===== src/rtl/instr_fetch.sv =====
// RV64 instruction-fetch stage: PC, imem req/ack handshake, redirect/drain and IF/ID flush.
// Optional fetch watchdog enabled by defining FETCH_TIMEOUT_EN.
module instr_fetch #(
  parameter logic [63:0] RESET_PC       = 64'h0,
  parameter int          TIMEOUT_CYCLES = 255
) (
  input  logic        clk,
  input  logic        reset,
  input  logic        PC_write,
  input  logic        branch_taken,
  input  logic [63:0] branch_target,
  output logic        imem_req,
  output logic [63:0] imem_addr,
  input  logic        imem_ack,
  input  logic [31:0] imem_rdata,
  output logic [63:0] PC_out,
  output logic [31:0] Instruction,
  output logic        fetch_valid,
  output logic        flush,
  output logic        fetch_err
);

`ifdef FETCH_TIMEOUT_EN
  typedef enum logic [2:0] {IDLE, REQ, VALID, DRAIN, ERR} state_t;
`else
  typedef enum logic [2:0] {IDLE, REQ, VALID, DRAIN} state_t;
`endif

  state_t      state;
  logic [63:0] pc, req_addr, tgt, pc_next;

  assign tgt       = branch_target & ~64'h3;
  assign pc_next   = pc + 64'd4;
  assign imem_addr = req_addr;

`ifdef FETCH_TIMEOUT_EN
  localparam int CW = ($clog2(TIMEOUT_CYCLES + 1) > 8) ? $clog2(TIMEOUT_CYCLES + 1) : 8;
  logic [CW-1:0] to_cnt;
  logic          to_hit;

  // Zero whenever a request is (re)started or completes, so it only counts a stuck wait.
  always_ff @(posedge clk) begin
    if (reset || imem_ack || branch_taken || (state != REQ && state != DRAIN))
      to_cnt <= '0;
    else
      to_cnt <= to_cnt + 1'b1;
  end

  assign to_hit    = (to_cnt == CW'(TIMEOUT_CYCLES - 1)) && !imem_ack && !branch_taken;
  assign fetch_err = (state == ERR);
`else
  logic unused_timeout;
  assign unused_timeout = (TIMEOUT_CYCLES != 0);
  assign fetch_err      = 1'b0;
`endif

  always_ff @(posedge clk) begin
    if (reset) begin
      state       <= IDLE;
      pc          <= RESET_PC;
      req_addr    <= RESET_PC;
      PC_out      <= '0;
      Instruction <= '0;
      fetch_valid <= 1'b0;
      imem_req    <= 1'b0;
      flush       <= 1'b0;
    end else begin
      flush <= branch_taken;
      case (state)
        IDLE: begin
          state    <= REQ;
          imem_req <= 1'b1;
          if (branch_taken) begin
            pc       <= tgt;
            req_addr <= tgt;
          end else begin
            req_addr <= pc;
          end
        end
        REQ: begin
          if (branch_taken) begin
            pc          <= tgt;
            fetch_valid <= 1'b0;
            // Without ack the old request must still complete, so park it in DRAIN.
            if (imem_ack) req_addr <= tgt;
            else          state    <= DRAIN;
          end else if (imem_ack) begin
            Instruction <= imem_rdata;
            PC_out      <= req_addr;
            fetch_valid <= 1'b1;
            imem_req    <= 1'b0;
            state       <= VALID;
          end
`ifdef FETCH_TIMEOUT_EN
          else if (to_hit) begin
            imem_req <= 1'b0;
            state    <= ERR;
          end
`endif
        end
        VALID: begin
          if (branch_taken) begin
            pc          <= tgt;
            req_addr    <= tgt;
            fetch_valid <= 1'b0;
            imem_req    <= 1'b1;
            state       <= REQ;
          end else if (PC_write) begin
            pc          <= pc_next;
            req_addr    <= pc_next;
            fetch_valid <= 1'b0;
            imem_req    <= 1'b1;
            state       <= REQ;
          end
        end
        DRAIN: begin
          if (imem_ack) begin
            // Stale word dropped; restart at the newest redirect target.
            req_addr <= branch_taken ? tgt : pc;
            if (branch_taken) pc <= tgt;
            state <= REQ;
          end else if (branch_taken) begin
            pc <= tgt;
          end
`ifdef FETCH_TIMEOUT_EN
          else if (to_hit) begin
            imem_req <= 1'b0;
            state    <= ERR;
          end
`endif
        end
`ifdef FETCH_TIMEOUT_EN
        ERR: begin
          imem_req    <= 1'b0;
          fetch_valid <= 1'b0;
        end
`endif
        default: state <= IDLE;
      endcase
    end
  end

endmodule


===== config.mk =====
export PLATFORM = sky130hd
export DESIGN_NAME = instr_fetch
export DESIGN_NICKNAME = d
export VERILOG_FILES = /design/src/rtl/instr_fetch.sv
export SDC_FILE = /design/constraint.sdc
export NUM_CORES = 1
export LEC_CHECK = 0
export BUFFER_PORTS_ARGS = -buffer_cell sky130_fd_sc_hd__buf_4
export CAP_MARGIN = 20
export CORE_MARGIN = 10
export CORE_UTILIZATION = 30
export DETAILED_ROUTE_END_ITERATION = 16
export PLACE_DENSITY = 0.54
export REMOVE_ABC_BUFFERS = 1
export SKIP_CTS_REPAIR_TIMING = 1
export SYNTH_ARGS = -nofsm -noshare
export SYNTH_HDL_FRONTEND = slang
export SYNTH_SLANG_ARGS = --single-unit

===== constraint.sdc =====
create_clock -name clk -period 3.3 [get_ports clk]
set_input_delay 0.495 -clock clk [delete_from_list [all_inputs] [get_ports clk]]
set_output_delay 0.495 -clock clk [all_outputs]
set_load 0.02 [all_outputs]

* Word level (Yosys, flattened, before mapping)
Index checks and enable logic that the tools add are counted.
** Cells by class
- Add/subtract/negate cells :: 1
- Multiply operators :: 0
- Div/mod/pow operators :: 0
- Magnitude comparators :: 0
- Equal/unequal tests :: 10
- Shift operators :: 0
- Mux-type cells :: 25
- Bitwise logic cells :: 1
- Reductions and logical operators :: 12
** Operator list (number)
- 2-to-1 mux 64 bit :: 6
- one-hot mux 64 bit (4 select lines) :: 1
- one-hot mux 64 bit (2 select lines) :: 1
- adder 64 x 3 -> 64 bit, second input constant :: 1
- 2-to-1 mux 3 bit :: 6
- one-hot mux 3 bit (4 select lines) :: 1
- != test 3 bit, second input constant :: 3
- 2-to-1 mux 1 bit :: 8
- != test 2 bit, second input constant :: 4
- AND reduction 4 bit :: 2
- == test 3 x 2 -> 1 bit, second input constant :: 2
- AND reduction 3 bit :: 2
- AND reduction 5 bit :: 1
- nonzero test 2 bit :: 2
- nonzero test 4 bit :: 1
- == test 3 x 1 -> 1 bit, second input constant :: 1
- zero test 3 bit :: 1
- one-hot mux 1 bit (3 select lines) :: 1
- nonzero test 3 bit :: 1
- OR reduction 3 bit :: 1
- one-hot mux 1 bit (2 select lines) :: 1
- AND reduction 2 bit :: 1
- inverter 1 bit :: 1
** Storage, ports and cells
- Flip-flop bits (word level) :: 230
- Bits in latches :: 0
- Memory bits (writable) :: 0
- Bits in read-only memories :: 0
- Bits of input ports :: 101
- Output and inout port bits :: 164
- Word-level logic and storage cells :: 57
- Memories kept :: 0

* Longest topological paths before layout
Gate-level depths: netlist of run 1.
- Depth in word-level cells :: 4
- Mapped depth :: 12
- Depth with buffers taken out :: 8

* Worst setup path after synthesis of run 1
No wires, ideal clock.
- Path kind :: register to register
- From :: register state[0]
- To :: register req_addr[45] (netlist: imem_addr[45])
- Setup time :: 0.091 ns
- Data arrival time :: 2.256 ns
- Data required time :: 3.209 ns
- Slack :: 0.953 ns
- Cell stages (with the launch flop) :: 12
- Path buffers :: 3
- Clock period less this slack :: 2.347 ns
- Cell sequence :: dfxtp_1 -> inv_1 -> ha_1 -> buf_2 -> nor3_1 -> o32ai_1 -> and2_1 -> clkbuf_1 -> nor2_1 -> clkbuf_1 -> a21oi_1 -> a311oi_1
** On the way
- Cells in the longest elaborated chain, start to end :: 3
- Elaborated cells on any way between the ends :: 11
- Classes of those cells :: eq/ne: 7; mux: 1; reduce/logical: 3
** RTL lines
- start: declaration :: line 29 : state_t state;
- start signal: assignment :: line 59 : state <= IDLE;
- start signal: assignment :: line 71 : state <= REQ;
- start signal: assignment :: line 86 : else state <= DRAIN;
- == test 3 x 2 -> 1 bit (tied with other cells) :: line 69 : case (state)
- != test 3 bit (no source line) (tied with other cells)
- AND reduction 5 bit (no source line)
- end signal: assignment :: line 75 : req_addr <= tgt;
- end signal: assignment :: line 77 : req_addr <= pc;
- end signal: assignment :: line 85 : if (imem_ack) req_addr <= tgt;
- end: declaration :: line 30 : logic [63:0] pc, req_addr, tgt, pc_next;
Several ways; a longest one is shown, not always the timed one.
A chain may end at the register's enable or synchronous reset.

* Worst setup path after layout of run 1
- From :: register state[1]
- To :: register req_addr[21] (netlist: imem_addr[21])
The elaborated chain is that of the path after synthesis.

==> results.json, run 1 <==
{
  "power_density_nw_per_um2": 547,
  "critPathArrivalTime_ns": 3.24,
  "clock.fmax_mhz": 356,
  "via_per_inst": 5.49,
  "nets": 1967,
  "core.rowCount": 74,
  "portBuffers": 261,
  "io-pin-count": 265,
  "p_leak_nw": 6.09,
  "synth-seq-cells": 229,
  "drive_gt1_share_pct": 21.3,
  "finClkSkew_ns": 0.0114,
  "grt_remaining_overflow": 0,
  "grt_start_max_net_pins": 115,
  "dp_hpwl_um": 35100,
  "die_x_um": 223,
  "dr.max_layer_used": "met5",
  "die_y_um": 223,
  "dp.cells": 2360,
  "post_drt_wl_per_cell_um": 21.0,
  "crit_type": "reg -> reg",
  "wl_um": 50700,
  "synthCells": 1661,
  "finalSetupViolCount": 0,
  "slew_headroom_pct": 45.4,
  "outcome": "finished, final reports clean",
  "fin_setup_tns_ns": 0,
  "hold_violations": 0,
  "synth_commonest_cells": "nand2_1 (326), dfxtp_1 (229), a21oi_1 (166), nor2_1 (124), clkbuf_1 (123)",
  "ir_worst_vdd_uv": 404,
  "setup_ws_ns": 0.492,
  "area_growth_pct": 28.6,
  "grt_pass1_vias": 12500,
  "synth-main-ff-cell": "dfxtp_1",
  "cts_tree": "done",
  "hp-class": "in -> reg",
  "fill_cells": 4270,
  "vias": 13300,
  "die_area_um2": 49900,
  "fin_crit_ns": 2.81,
  "register_area_um2": 4580,
  "start_kind": "register",
  "insertion_delay_ns": 0.56,
  "synth_most_common_cell": "nand2_1",
  "drv_cap": 0,
  "rsz0062_at_grt": "no",
  "grt_antenna_before_repair": 3,
  "required_ns": 3.74,
  "start_util_pct": 30.4,
  "wl_met2_um": 24200,
  "drc": 0,
  "hold_slack_ns": 0.176,
  "groute.usage.overall_pct": 19.2,
  "htreeDepth": 1,
  "root_buffer": "clkbuf_16",
  "clkTransAtPathRegs_ns": 0.06,
  "synth_largest_area_cell": "dfxtp_1",
  "drt-met1-wl_um": 21600,
  "async_flop_share_pct": 0,
  "clockBufferDepth": 3,
  "clock_sinks": 229,
  "dp_slack_ns": 0.540,
  "synth_area_um2": 12400,
  "grt_pass1_wl_um": 77000,
  "seq_area_frac_synth_pct": 37.0,
  "worstSetupEndpointType": "register",
  "synth_cell_types": 73,
  "layoutNonFillerInstCount": 2415,
  "cts_buffers": 29,
  "wl_met3_um": 3520,
  "synth_edf_count": 0,
  "antenna_left": 0,
  "period_share_pct": 85.1,
  "synth.avg_cell_area_um2": 7.47,
  "synth_top_area_share_pct": 37.0,
  "crit_fanout": 32,
  "synthTopCellsByArea": "dfxtp_1 (37%), nand2_1 (9.9%), a21oi_1 (6.7%)",
  "drt_iter0_drc": 1027,
  "drv_slew": 0,
  "multi_input_area_um2": 7160,
  "gp_congestion": 0.915,
  "coreArea_um2": 40800,
  "drt-pass1-iter-count": 5,
  "max_slew.worst_pin.slew_ns": 0.818,
  "yosys_warnings": 0
}
-- logic make-up after synthesis --
group	share of synthesized area [%]
mux	3.40
other cells	0.0302
buf+inv	5.47
simple gates	25.6
compound gates	23.5
fa+ha+maj	0.706
flops	37.0
xor+xnor	4.24
-- path summary, 6_finish.rpt --
kind             startpoint               to  slack (ns)  depth (start not counted)
max                state[1]    imem_addr[21]        0.49                         10
min          imem_rdata[25]  Instruction[25]        0.18                          3
max reg2reg        state[1]    imem_addr[21]        0.49                         10
min reg2reg      PC_out[54]       PC_out[54]        0.45                          2
-- sequential cells by signal, summed over array words and instances, names as in the netlist --
signal / count
imem_addr: 64
flush: 1
Instruction: 32
fetch_valid: 1
imem_req: 1
state: 2
pc: 64
PC_out: 64
-- stage by stage --
step / util (%) / power, W / instance area [µm²]
final: 39.1 / 0.00872 / 15900
after floorplan: - / 0.00440 / 11800
after global routing: 39.1 / 0.00916 / 15900
after detailed placement: 36.7 / 0.00555 / 15000
after global placement: 36.6 / 0.00550 / 14900
after CTS: 39.0 / 0.00883 / 15900
-- report_power, final --
part	switching [W]	total, W	leakage, nW	internal, W
combinational	0.00135	0.00217	3.73	0.000820
sequential	0.000298	0.00332	1.87	0.00302
clock	0.00131	0.00323	0.482	0.00193
-- layout by cell type (no fill, tap or decap), drive strengths merged, types with 4 or more instances in the layout --
cell type / n
nor4: 26
a221o: 9
clkbuf: 43
nor2: 124
clkinv: 7
nand3: 64
o22ai: 9
o21a: 11
or2: 6
and4: 9
nand2: 326
nand2b: 8
or3: 9
nor3: 41
o41ai: 4
and3: 14
inv: 16
xor2: 29
a2111oi: 4
a22o: 6
ha: 7
nand4: 31
a221oi: 11
dfxtp: 229
a31oi: 15
a22oi: 21
xnor2: 31
mux2i: 41
o311ai: 4
a21oi: 166
o21ai: 92
o211ai: 16
o31ai: 7
a311oi: 17
a211oi: 38
or4: 7
and2: 17
buf: 323
a21boi: 7
-- per-layer routing --
layer,track usage (%),up-vias
met1,24.4,6327
met4,6.19,2
met5,0,-
met2,32.1,513
li1,-,6324
met3,3.50,84
-- cell type report --
cell class,instances,share of cell area [%]
multi-input cells,1260,44.9
flip-flops and latches,229,28.7
repair buffers,323,15.7
clock buffers,43,5.57
well taps,532,4.17
clock inverters,10,0.526
inverters,16,0.377
diodes,2,0.0314
-- critical path, stage by stage, from the launching register on --
cell,delay (ns)
dfxtp_1,0.42
inv_1,0.12
ha_1,0.22
buf_4,0.16
o32ai_1,0.27
buf_4,0.15
and2_1,0.15
buf_4,0.43
nand2_1,0.36
a221oi_1,0.30
nor4_1,0.09
Note: power is estimated with default switching activity, not from simulation.
==> run 2, diff against run 1 <==
--- a/config.mk
+++ b/config.mk
@@ -10,8 +10,7 @@
 export CORE_MARGIN = 10
 export CORE_UTILIZATION = 30
 export DETAILED_ROUTE_END_ITERATION = 16
-export PLACE_DENSITY = 0.54
-export REMOVE_ABC_BUFFERS = 1
+export PLACE_DENSITY = 0.56
 export SKIP_CTS_REPAIR_TIMING = 1
 export SYNTH_ARGS = -nofsm -noshare
 export SYNTH_HDL_FRONTEND = slang
==> constraint.sdc (replaced) <==
create_clock -name clk -period 2.3 [get_ports clk]
set_input_delay 0.345 -clock clk [delete_from_list [all_inputs] [get_ports clk]]
set_output_delay 0.345 -clock clk [all_outputs]
set_load 0.02 [all_outputs]
==> run 2 against run 1 <==
  * Hold slack lost 0.15 ns
  * Largest power group unchanged
  * Critical endpoint is now imem_addr[32]
  * Die area stayed put
  * Register-to-register slack got worse by 0.45 ns
  * Flip-flop and latch count did not move
  * Global-route usage increased by 1.2 points
  * Critical path depth fell by 3
==> results.json, run 2 (synthesis gave the netlist of run 1 again) <==
{
  "die_x_um": 223,
  "worstPathCellList": "buf_4 -> and4_1 -> nand4_1 -> or4_1 -> o211ai_1 -> a221oi_2 -> a21o_1",
  "root_buffer": "clkbuf_16",
  "grt_pass1_wl_um": 81400,
  "core.rowCount": 74,
  "p_sw_w": 0.00447,
  "period_share_pct": 98.4,
  "max_stage_delay_ns": 0.57,
  "antenna_left": 0,
  "grt_start_max_net_pins": 83,
  "rsz0062_at_grt": "yes",
  "clock_sinks": 229,
  "start_kind": "register",
  "finClkSkew_ns": 0.0268,
  "clkTransAtPathRegs_ns": 0.07,
  "slew_headroom_pct": 38.5,
  "p_int_w": 0.00869,
  "critPathArrivalTime_ns": 2.72,
  "grt_antenna_before_repair": 4,
  "clockPowerShare_pct": 35.7,
  "worstSetupEndpointType": "register",
  "cp.depth": 7,
  "clockBufferDepth": 3,
  "grt_pass1_vias": 12900,
  "hp-class": "in -> reg",
  "outcome": "finished, final reports clean",
  "slowest_stage": "or4_1",
  "drive_gt1_share_pct": 28.4,
  "r2r_cells": 7,
  "nets": 2116,
  "groute.usage.overall_pct": 20.5,
  "critPathBufInv": 1,
  "required_ns": 2.76,
  "fin_area_um2": 17500,
  "ir_worst_vdd_uv": 453,
  "portBuffers": 261,
  "drv_cap": 0,
  "cts_buffers": 29,
  "p_leak_nw": 6.98,
  "post_drt_wl_per_cell_um": 21.6,
  "finalSetupViolCount": 0,
  "power_density_nw_per_um2": 752,
  "fin_util_pct": 42.9,
  "fin_crit_ns": 2.26,
  "area_growth_pct": 41.2,
  "grt_remaining_overflow": 0,
  "wl_um": 55400,
  "dp.cells": 2501,
  "insertion_delay_ns": 0.57,
  "coreArea_um2": 40800,
  "layout_commonest_cell": "buf_4",
  "max_slew.worst_pin.slew_ns": 0.923,
  "htreeDepth": 1,
  "cts_tree": "done",
  "drt_iter0_drc": 1372,
  "crit_type": "reg -> reg",
  "drv_slew": 0,
  "io-pin-count": 265,
  "sw_frac_of_total_pct": 34.0,
  "drt-pass1-iter-count": 6,
  "start_util_pct": 30.4,
  "finalPower_w": 0.0132,
  "crit_fanout": 6,
  "vias": 13900,
  "layoutNonFillerInstCount": 2563,
  "clock.fmax_mhz": 442,
  "gp_congestion": 0.939,
  "hold_violations": 0,
  "die_y_um": 223,
  "drc": 0,
  "cp_top_family": "simple AND/OR/NAND/NOR gates",
  "fin_setup_tns_ns": 0,
  "seqPwrFrac_pct": 36.0,
  "comb_power_share_pct": 28.3,
  "dp_hpwl_um": 39400,
  "fill_cells": 4125,
  "dpl_cell_area_um2": 16200,
  "via_per_inst": 5.44,
  "die_area_um2": 49900,
  "synth_nets": 1769,
  "layout_common_cells": "buf_4 (445), nand2_1 (325), dfxtp_1 (225)",
  "worstHoldPathCells": 2
}
[run 2: changes by cell type in the layout (fill, tap and decap cells not counted), sizes merged]
cell,delta
buf,+147
bufinv,+2
clkbuf,+2
clkinv,-1
diode,-1
inv,-1
[run 2: final timing paths]
kind / to / slack, ns / from
worst max-delay path: imem_addr[32] / 0.04 / pc[24]
worst min-delay path: pc[56] / 0.03 / branch_target[56]
worst max register to register: imem_addr[32] / 0.04 / pc[24]
worst min register to register: PC_out[18] / 0.45 / PC_out[18]
[run 2: metrics by stage]
step                      hold WS [ns]  setup slack [ns]
after floorplan                  0.428           -0.0138
after CTS                      0.00383           -0.0743
after detailed placement         0.442           -0.0683
after global routing            0.0231           -0.0505
final                           0.0272            0.0368
after global placement           0.442           -0.0368
[run 2: power groups by stage]
stage	logic, W	clock network [W]	registers (W)
after global routing	0.00397	0.00498	0.00478
final	0.00373	0.00470	0.00473
after detailed placement	0.00353	0	0.00481
after global placement	0.00349	0	0.00481
after CTS	0.00354	0.00481	0.00473
after floorplan	0.00148	0	0.00500
[run 2: layout make-up]
cell class / count / area, µm² / share of cell area (%)
antenna: 1 / 2.50 / 0.0143
clock buffer: 43 / 838 / 4.79
clock inverter: 10 / 130 / 0.743
inverter: 16 / 60.1 / 0.343
multi-input combinational: 1260 / 7370 / 42.1
sequential: 229 / 4590 / 26.2
tap: 532 / 666 / 3.80
timing repair buffer: 472 / 3850 / 22.0
[run 2: routing by layer]
| metal | wire length (µm) | global-route usage [%] | vias to the layer above |
|---|---|---|---|
| li1 | - | - | 6634 |
| met1 | 23500 | 26.7 | 6669 |
| met2 | 26600 | 34.2 | 560 |
| met3 | 3940 | 2.94 | 80 |
| met4 | 1320 | 5.75 | 4 |
| met5 | 32 | 0 | - |
==> run 3, diff against run 2 <==
--- a/config.mk
+++ b/config.mk
@@ -7,10 +7,12 @@
 export LEC_CHECK = 0
 export BUFFER_PORTS_ARGS = -buffer_cell sky130_fd_sc_hd__buf_4
 export CAP_MARGIN = 20
+export CELL_PAD_IN_SITES_DETAIL_PLACEMENT = 0
+export CELL_PAD_IN_SITES_GLOBAL_PLACEMENT = 2
 export CORE_MARGIN = 10
-export CORE_UTILIZATION = 30
+export CORE_UTILIZATION = 28
 export DETAILED_ROUTE_END_ITERATION = 16
-export PLACE_DENSITY = 0.56
+export PLACE_DENSITY = 0.82
 export SKIP_CTS_REPAIR_TIMING = 1
 export SYNTH_ARGS = -nofsm -noshare
 export SYNTH_HDL_FRONTEND = slang
==> run 3 against run 2 <==
  * Critical path depth rose by 2
  * Total power down 1.8%
  * Worst setup slack gained 0.039 ns
  * Largest cell class unchanged
  * Final cell count rose by 1.8%
  * Sequential share of layout area is 0.27 points higher
  * Via count shrank 2.6%
  * Sequential power barely moved
  * Register-to-register slack better by 0.04 ns
  * Global-route usage fell by 1.3 points
  * Hold slack lost 0.0073 ns
==> results.json, run 3 (synthesis gave the netlist of run 1 again) <==
{
  "grt_remaining_overflow": 0,
  "worstSetupEndpointType": "register",
  "outcome": "finished, final reports clean",
  "drv_cap": 0,
  "cpMostUsedCell": "buf_4",
  "drive_gt1_share_pct": 28.3,
  "period_share_pct": 96.7,
  "dr.max_layer_used": "met4",
  "clock_sinks": 229,
  "wl_met2_um": 26000,
  "drv_slew": 0,
  "grt_start_max_net_pins": 105,
  "p_sw_w": 0.00437,
  "p_leak_nw": 6.84,
  "post_drt_wl_per_cell_um": 20.7,
  "comb_power_share_pct": 27.2,
  "clock.fmax_mhz": 450,
  "critPathBufInv": 3,
  "wl_um": 54100,
  "max_slew.worst_pin.slew_ns": 0.660,
  "core.rowCount": 77,
  "nets": 2103,
  "sw_frac_of_total_pct": 33.8,
  "via_per_inst": 5.21,
  "seqPwrFrac_pct": 36.5,
  "root_buffer": "clkbuf_16",
  "required_ns": 2.79,
  "antenna_left": 0,
  "start_util_pct": 28.2,
  "crit_fanout": 5,
  "die_y_um": 230,
  "fin_util_pct": 39.4,
  "area_growth_pct": 39.8,
  "groute.usage.overall_pct": 19.2,
  "dp_hpwl_um": 39500,
  "drt-pass1-iter-count": 7,
  "insertion_delay_ns": 0.57,
  "power_density_nw_per_um2": 745,
  "p_int_w": 0.00856,
  "ir_worst_vdd_uv": 453,
  "cts_buffers": 29,
  "layout_common_cells": "buf_4 (440), nand2_1 (325), dfxtp_1 (221)",
  "io-pin-count": 265,
  "max_stage_delay_ns": 0.39,
  "finClkSkew_ns": 0.0131,
  "wl_met3_um": 3340,
  "die_x_um": 230,
  "start_kind": "register",
  "worstPathCellList": "nand3_1 -> nor4_2 -> buf_4 -> nand4_2 -> buf_4 -> buf_4 -> nor4_1 -> o21ai_0 -> a21oi_1",
  "fin_crit_ns": 2.22,
  "clockBufferDepth": 3,
  "drc": 0,
  "critPathArrivalTime_ns": 2.72,
  "cts_tree": "done",
  "clkTransAtPathRegs_ns": 0.06,
  "drt-met1-wl_um": 23400,
  "layout_commonest_cell": "buf_4",
  "dpl_cell_area_um2": 16200,
  "grt_antenna_before_repair": 2,
  "rsz0062_at_grt": "yes",
  "hold_violations": 0,
  "crit_type": "reg -> reg",
  "synth_nets": 1769,
  "coreArea_um2": 44000,
  "htreeDepth": 1,
  "vias": 13600,
  "drt_iter0_drc": 1023,
  "grt_pass1_wl_um": 81000,
  "finalSetupViolCount": 0,
  "slew_headroom_pct": 56.0,
  "cp_top_family": "simple AND/OR/NAND/NOR gates",
  "grt_pass1_vias": 13100,
  "hp-class": "in -> reg",
  "die_area_um2": 53100,
  "clockPowerShare_pct": 36.3,
  "portBuffers": 261,
  "gp_congestion": 0.904,
  "fin_area_um2": 17300,
  "slowest_stage": "nor4_2"
}
[run 3: changes by cell type in the layout (fill, tap and decap cells not counted), sizes merged]
cell / change
diode: +1
clkbuf: -3
dlygate4sd3: +1
buf: -12
clkinvlp: +1
bufinv: -1
clkinv: -1
[run 3: path summary, 6_finish.rpt]
path                        from  slack, ns  cells after the start               to
hold / removal    imem_rdata[21]       0.02                      3  Instruction[21]
hold reg to reg       PC_out[19]       0.45                      2       PC_out[19]
setup / recovery          pc[28]       0.08                      9           pc[63]
setup reg to reg          pc[28]       0.08                      9           pc[63]
[run 3: cell type report]
type,count,area (µm²)
clock buffers,42,865
inverters,16,60.1
clock inverters,9,103
repair buffers,459,3650
multi-input cells,1260,7330
fillers,4540,26700
well taps,592,741
flip-flops and latches,229,4590
diodes,2,5.00
[run 3: per-layer routing]
layer / vias to the layer above / global-route usage (%)
li1: 6596 / -
met1: 6503 / 24.6
met2: 409 / 32.1
met3: 75 / 3.36
met4: 0 / 6.21
met5: - / 0
[run 3: per-stage QoR]
step                      total power (W)  hold slack [ns]  setup TNS [ns]  cells  worst slack (ns)
final                              0.0129           0.0200               0   2609            0.0753
after global routing               0.0135          0.00849          -0.126   2609           -0.0626
after CTS                          0.0130         -0.00992          -0.303   2604            -0.129
after detailed placement          0.00828            0.444          -0.130   2553           -0.0706
after global placement            0.00825            0.441         -0.0195   2553           -0.0195
after floorplan                   0.00648            0.428         -0.0138   1661           -0.0138
[run 3: power groups by stage]
stage | Combinational, W | Sequential, W | Clock (W)
final | 0.00351 | 0.00472 | 0.00469
after detailed placement | 0.00348 | 0.00480 | 0
after global placement | 0.00346 | 0.00479 | 0
after floorplan | 0.00148 | 0.00500 | 0
after CTS | 0.00349 | 0.00471 | 0.00481
after global routing | 0.00380 | 0.00477 | 0.00496
[run 3: worst register-to-register path, stage by stage, from the launching register on]
cell and delay, ns:
dfxtp_1 0.37, nand3_1 0.17, nor4_2 0.39, buf_4 0.21, nand4_2 0.20, buf_4 0.22, buf_4 0.13, nor4_1 0.21
o21ai_0 0.11, a21oi_1 0.15
